[config.mk]
export PLATFORM = sky130hd
export DESIGN_NAME = fp_issue_wb_scheduler
export DESIGN_NICKNAME = d
export VERILOG_FILES = /design/src/rtl/fp_issue_wb_scheduler_pkg.sv /design/src/rtl/fp_issue_wb_scheduler_arb.sv /design/src/rtl/fp_issue_wb_scheduler.sv
export SDC_FILE = /design/constraint.sdc
export NUM_CORES = 1
export LEC_CHECK = 0
export ABC_CLOCK_PERIOD_IN_PS = 5100
export BUFFER_PORTS_ARGS = -buffer_cell sky130_fd_sc_hd__buf_2
export CAP_MARGIN = 10
export CORE_AREA = 2 2 184 186
export DETAILED_ROUTE_END_ITERATION = 8
export DIE_AREA = 0 0 186 188
export PLACE_DENSITY = 0.49
export SLEW_MARGIN = 0
export SYNTH_ARGS = -nofsm -noshare
export SYNTH_HDL_FRONTEND = slang
export SYNTH_SLANG_ARGS = --single-unit
[constraint.sdc]
create_clock -name clk -period 5.1 [get_ports clk]
set_input_delay 1.02 -clock clk [delete_from_list [all_inputs] [get_ports clk]]
set_output_delay 1.02 -clock clk [all_outputs]
set_load 0.005 [all_outputs]
[src/rtl/fp_issue_wb_scheduler_pkg.sv]
// Shared FP writeback types and the fflags merge helper used by the FPU
// dispatch/writeback scheduler.
package fp_issue_wb_scheduler_pkg;

  localparam int FP_MAX_UNITS = 8;
  localparam int FP_FLAGS_W   = 5;
  localparam int FP_FLEN_MAX  = 64;
  localparam int FP_ID_W_MAX  = 8;

  typedef struct packed {
    logic nv;
    logic dz;
    logic of;
    logic uf;
    logic nx;
  } fflags_t;

  typedef struct packed {
    logic [FP_ID_W_MAX-1:0] id;
    logic [FP_FLEN_MAX-1:0] data;
    fflags_t                fflags;
  } fp_wb_result_t;

  // Flags reach the CSR unit only for writebacks that are actually accepted.
  function automatic fflags_t merge_fflags(input logic    fp_acc,
                                           input fflags_t fp_f,
                                           input logic    int_acc,
                                           input fflags_t int_f);
    fflags_t m;
    m = '0;
    if (fp_acc)  m = fp_f;
    if (int_acc) m = m | int_f;
    return m;
  endfunction

endpackage

[src/rtl/fp_issue_wb_scheduler_arb.sv]
// Round-robin arbiter: grants the first request at or after the pointer and
// advances the pointer past the winner only when the grant is consumed.
module fp_rr_arbiter
  import fp_issue_wb_scheduler_pkg::*;
#(
  parameter  int NUM_REQ = 5,
  localparam int IDX_W   = (NUM_REQ > 1) ? $clog2(NUM_REQ) : 1
) (
  input  logic               clk,
  input  logic               rst,
  input  logic [NUM_REQ-1:0] req,
  input  logic               en,
  output logic [NUM_REQ-1:0] gnt,
  output logic               any
);

  logic [IDX_W-1:0] ptr;
  logic [IDX_W-1:0] gnt_idx;

  always_comb begin
    int k;
    k       = 0;
    gnt     = '0;
    gnt_idx = '0;
    any     = 1'b0;
    for (int i = 0; i < NUM_REQ; i++) begin
      k = int'(ptr) + i;
      if (k >= NUM_REQ) k = k - NUM_REQ;
      if (!any && req[k]) begin
        any     = 1'b1;
        gnt_idx = IDX_W'(k);
      end
    end
    if (en && any) gnt[gnt_idx] = 1'b1;
  end

  always_ff @(posedge clk) begin
    if (rst) begin
      ptr <= '0;
    end else if (en && any) begin
      ptr <= (gnt_idx == IDX_W'(NUM_REQ - 1)) ? '0 : gnt_idx + 1'b1;
    end
  end

endmodule

[src/rtl/fp_issue_wb_scheduler.sv]
// FPU dispatch and writeback scheduler: credit-limited issue routing to N
// sub-units and round-robin result collection into one writeback register.
module fp_issue_wb_scheduler
  import fp_issue_wb_scheduler_pkg::*;
#(
  parameter int NUM_UNITS    = 5,
  parameter int ID_W         = 3,
  parameter int FLEN         = 64,
  parameter int MAX_INFLIGHT = 4
) (
  input  logic                      clk,
  input  logic                      rst,
  input  logic                      issue_new_request,
  input  logic [NUM_UNITS-1:0]      issue_unit,
  input  logic [ID_W-1:0]           issue_id,
  output logic                      issue_ready,
  output logic [NUM_UNITS-1:0]      unit_new_request,
  output logic [ID_W-1:0]           unit_id,
  input  logic [NUM_UNITS-1:0]      unit_ready,
  input  logic [NUM_UNITS-1:0]      res_done,
  input  logic [NUM_UNITS*ID_W-1:0] res_id,
  input  logic [NUM_UNITS*FLEN-1:0] res_data,
  input  logic [NUM_UNITS*5-1:0]    res_fflags,
  output logic [NUM_UNITS-1:0]      res_ack,
  output logic                      wb_done,
  output logic [ID_W-1:0]           wb_id,
  output logic [FLEN-1:0]           wb_rd,
  input  logic                      wb_ack,
  input  logic                      int_accepted,
  input  logic [4:0]                int_fflags,
  output logic [4:0]                fflags
);

  localparam int                CNT_W   = $clog2(MAX_INFLIGHT + 1);
  localparam logic [CNT_W-1:0]  CNT_MAX = CNT_W'(MAX_INFLIGHT);

  logic [CNT_W-1:0]       cnt [NUM_UNITS];
  logic                   ld;
  logic                   any_res;
  logic [NUM_UNITS-1:0]   gnt;
  logic [ID_W-1:0]        sel_id;
  logic [FLEN-1:0]        sel_data;
  fflags_t                sel_flags;
  fflags_t                wb_flags_p1;
  logic                   fp_acc;

  // Issue and ack in the same cycle cancel; limits are enforced upstream by issue_ready.
  function automatic logic [CNT_W-1:0] cnt_step(input logic [CNT_W-1:0] c,
                                                input logic             inc,
                                                input logic             dec);
    logic [CNT_W-1:0] n;
    n = c;
    if (inc && !dec && (c != CNT_MAX)) n = c + 1'b1;
    if (dec && !inc && (c != '0))      n = c - 1'b1;
    return n;
  endfunction

  always_comb begin
    issue_ready = 1'b0;
    for (int i = 0; i < NUM_UNITS; i++) begin
      issue_ready = issue_ready | (issue_unit[i] & unit_ready[i] & (cnt[i] != CNT_MAX));
    end
  end

  assign unit_new_request = issue_unit & {NUM_UNITS{issue_new_request & issue_ready}};
  assign unit_id          = issue_id;

  // A held, unconsumed result blocks new grants; an accepted one is replaced in the same edge.
  assign ld = ~wb_done | wb_ack;

  fp_rr_arbiter #(
    .NUM_REQ (NUM_UNITS)
  ) u_arb (
    .clk (clk),
    .rst (rst),
    .req (res_done),
    .en  (ld),
    .gnt (gnt),
    .any (any_res)
  );

  assign res_ack = gnt;

  always_comb begin
    sel_id    = '0;
    sel_data  = '0;
    sel_flags = '0;
    for (int i = 0; i < NUM_UNITS; i++) begin
      sel_id    = sel_id    | (res_id[i*ID_W +: ID_W]   & {ID_W{gnt[i]}});
      sel_data  = sel_data  | (res_data[i*FLEN +: FLEN] & {FLEN{gnt[i]}});
      sel_flags = sel_flags | (res_fflags[i*5 +: 5]     & {5{gnt[i]}});
    end
  end

  always_ff @(posedge clk) begin
    if (rst) begin
      for (int i = 0; i < NUM_UNITS; i++) cnt[i] <= '0;
    end else begin
      for (int i = 0; i < NUM_UNITS; i++) begin
        cnt[i] <= cnt_step(cnt[i], unit_new_request[i], res_ack[i]);
      end
    end
  end

  // Stage p1: single-entry writeback output register
  always_ff @(posedge clk) begin
    if (rst) begin
      wb_done     <= 1'b0;
      wb_id       <= '0;
      wb_rd       <= '0;
      wb_flags_p1 <= '0;
    end else if (ld) begin
      wb_done <= any_res;
      if (any_res) begin
        wb_id       <= sel_id;
        wb_rd       <= sel_data;
        wb_flags_p1 <= sel_flags;
      end
    end
  end

  assign fp_acc = wb_done & wb_ack;
  assign fflags = merge_fflags(fp_acc, wb_flags_p1, int_accepted, fflags_t'(int_fflags));

endmodule

==> run summary <==
worst reg2reg path depth - 16
Core ar. - 33100 µm²
# setup viols final - 0
period utilisation layout - 0.959
vias per cell - 5.11
Core Rows - 67
Layout Nets - 1705
initial core utilization - 0.258
Power Density - 949 nW/µm²
Worst Setup Start Kind - flop
vias in the first global route - 8731
count leader, synth - nor2_1
die area - 35000 µm²
Yosys reg bits - 91
Post-Route Skew - 0.0105 ns
Synth area leaders - dfxtp_1 (21%), a211oi_2 (10%), a22oi_2 (10%)
Worst path most repeated cell - buf_4
Hold Buf Count CTS - 0
I/O pins - 475
Syn Std Cell Area - 8540 µm²
CP Cell Sequence - buf_4, ha_1, a21o_1, mux4_2, or4b_1, o41ai_1, or2_1, o221a_2, and2_4, inv_4, nor3_2, buf_4, buf_2
Slew Viols, Final - 0
worst hold path type - reg2reg
outcome - finished clean
crit path time final - 4.89 ns
Longest Clk Path Bufs - 2
RSZ-0062 raised after global routing - no
# Max-Cap Violations - 0
warnings from Yosys - 0
post-DR wirelength/cell - 20.6 µm
CTS buffer count - 9
Mean Syn Cell Area - 9.80 µm²
First-pass DRT Iterations - 4
worst hold endpoint - wb_rd[25]
clk slew on worst S/H paths - 0.07 ns
Residual DRC - 0
syn_nets - 1275
R2R Path Start - u_arb.ptr[0]
reg2reg setup slack - 0.33 ns
Critical Path RT - 4.08 ns
Worst Max-Slew Pin Slew - 0.901 ns
sum of negative setup slack - 0 ns
Hold Vio Cnt, Final - 0
Crit. End Element - output port
PortBufs - 468
reg-to-reg endpoint - cnt[0][2]
Hold Path Stages - 2
initial antenna violation count - 7
Layout area overhead - 34.7%
post-synth top area share - 0.213
post-synth top area cell - dfxtp_1
Post-Route WL - 36200 µm
Relative slew margins - 0.400
total track usage - 0.197
maximum VDD drop - 0.722 mV
Most used DFF post-synth - dfxtp_1
CTS tree - yes
critical path class - reg2out
synth cell count leaders - nor2_1 (102), dfxtp_1 (91), a211oi_2 (69), a22oi_2 (69), a221oi_1 (54)
Slowest-stage cell, CP - mux4_2
Max H-tree Level - 3
total gr overflow - 0
Leakage Power - 4.99 nW
Worst Path Max Fanout - 27
total number of vias - 8977
hold wc startpoint - wb_rd[25]
first-pass GRT wire length - 51900 µm
Hold WS - 0.503 ns
Final Wtd Congestion - 0.873
initial DRC count - 458
largest net degree at the start of global routing - 81
Crit path largest cell delay - 0.55 ns
post-route ant nets - 0
clock latency on the worst-skew pair - 0.36 ns
HPWL Detailed - 28200 µm
Cell variety after synth - 88
Die Height - 188 µm
# fillers - 3496
async set or reset register ratio after synthesis - 0
Post-Syn Instances - 871
CP arrival - 3.87 ns
CTS root buffer - clkbuf_16
Sinks on Clock Net - 91
sequential fraction of the synthesis area - 0.213
Fmax - 205 MHz
Die Wd - 186 µm
Post-synth EDFFs - 0
share of layout cells above drive strength 1 - 0.578
## cells in the final DEF, fill, tap and decap left out, drive strengths merged, types with 4 or more instances in the layout
cell type and instances:
xor2 4, dfxtp 91, a21oi 19, o21a 4, a221oi 73, mux2i 9, nor3 18, mux2 75
nand2 27, nor2 103, ha 10, a31oi 5, clkbuf 11, buf 505, nand2b 11, nor2b 13
a2111oi 5, fa 6, a32o 7, nor3b 5, o21ai 14, nand3 8, and2 6, and3 6
xnor2 6, nor4 9, o31ai 7, or2 5, a211oi 79, mux4 4, o221ai 4, inv 28
a22oi 72
## worst max-delay path: cells and delay by family, from the launching register on
kind	cells	cell delay, ns
compound gates	3	0.51
fa+ha+maj	1	0.34
buf+inv	4	0.69
flops	1	0.33
mux	1	0.55
simple gates	4	1.09
## layer usage
layer | vias to the layer above | GRT usage | wire (µm)
li1 | 4292 | - | -
met1 | 4261 | 0.241 | 14800
met2 | 363 | 0.336 | 17600
met3 | 53 | 0.0486 | 2760
met4 | 8 | 0.0651 | 1000
met5 | - | 0 | 50
## state kept, by name, indices dropped and copies added (netlist names)
signal and count:
wb_rd 64, cnt 15, u_arb.ptr 3, wb_flags_p1 5, wb_id 3, wb_done 1
## how the worst max path moves through the flow
stage / start / end / cells past startpoint
2_1_floorplan: u_arb.ptr[1] / cnt[0][8] / 20
3_3_place_gp: res_done[2] / cnt[0][14] / 13
3_5_place_dp: res_done[2] / cnt[0][2] / 13
4_1_cts: u_arb.ptr[1] / res_ack[2] / 13
5_1_grt: u_arb.ptr[0] / res_ack[2] / 16
6_report: u_arb.ptr[0] / res_ack[2] / 13
## what timing repair did
action / 4_1_cts / 5_1_grt
setup buffers: 0 / 1
resized for setup: 0 / 3
endpoints found under the setup margin: 0 / 2
## stage by stage
| stage | setup WS [ns] | util | instance area [µm²] | total power [mW] | std cells |
|---|---|---|---|---|---|
| 4_1_cts | 0.0916 | 0.347 | 11500 | 11.1 | 1753 |
| 3_3_place_gp | 0.273 | 0.338 | 11200 | 10.3 | 1737 |
| 2_1_floorplan | 0.145 | - | 8540 | 8.60 | 871 |
| 6_report | 0.211 | 0.347 | 11500 | 10.9 | 1756 |
| 5_1_grt | 0.0126 | 0.347 | 11500 | 11.7 | 1755 |
| 3_5_place_dp | 0.241 | 0.338 | 11200 | 10.3 | 1737 |
## power by group
| group | internal, mW | total [mW] | switching [mW] | leakage [nW] |
|---|---|---|---|---|
| Combinational | 3.92 | 9.04 | 5.12 | 4.10 |
| Sequential | 1.01 | 1.17 | 0.166 | 0.754 |
| Clock | 0.384 | 0.704 | 0.320 | 0.141 |
| Total | 5.31 | 10.9 | 5.61 | 4.99 |
## area by class of cell
class	count	area, µm²	area share
Tap cell	448	561	0.0487
Sequential cell	91	1820	0.159
Timing Repair Buffer	505	2700	0.235
Antenna cell	2	5.00	0.000435
Clock inverter	5	60.1	0.00522
Clock buffer	11	233	0.0202
Multi-Input combinational cell	667	6020	0.523
Inverter	27	106	0.00925
## logic make-up after synthesis
logic type | synth area share
AOI/OAI and AO/OA | 0.397
muxes | 0.130
DFF | 0.213
buffers and inverters | 0.0847
xor gates and xnor gates | 0.0103
adders and majority gates | 0.0287
and+or+nand+nor | 0.136
Note: power is estimated with default switching activity, not from simulation.
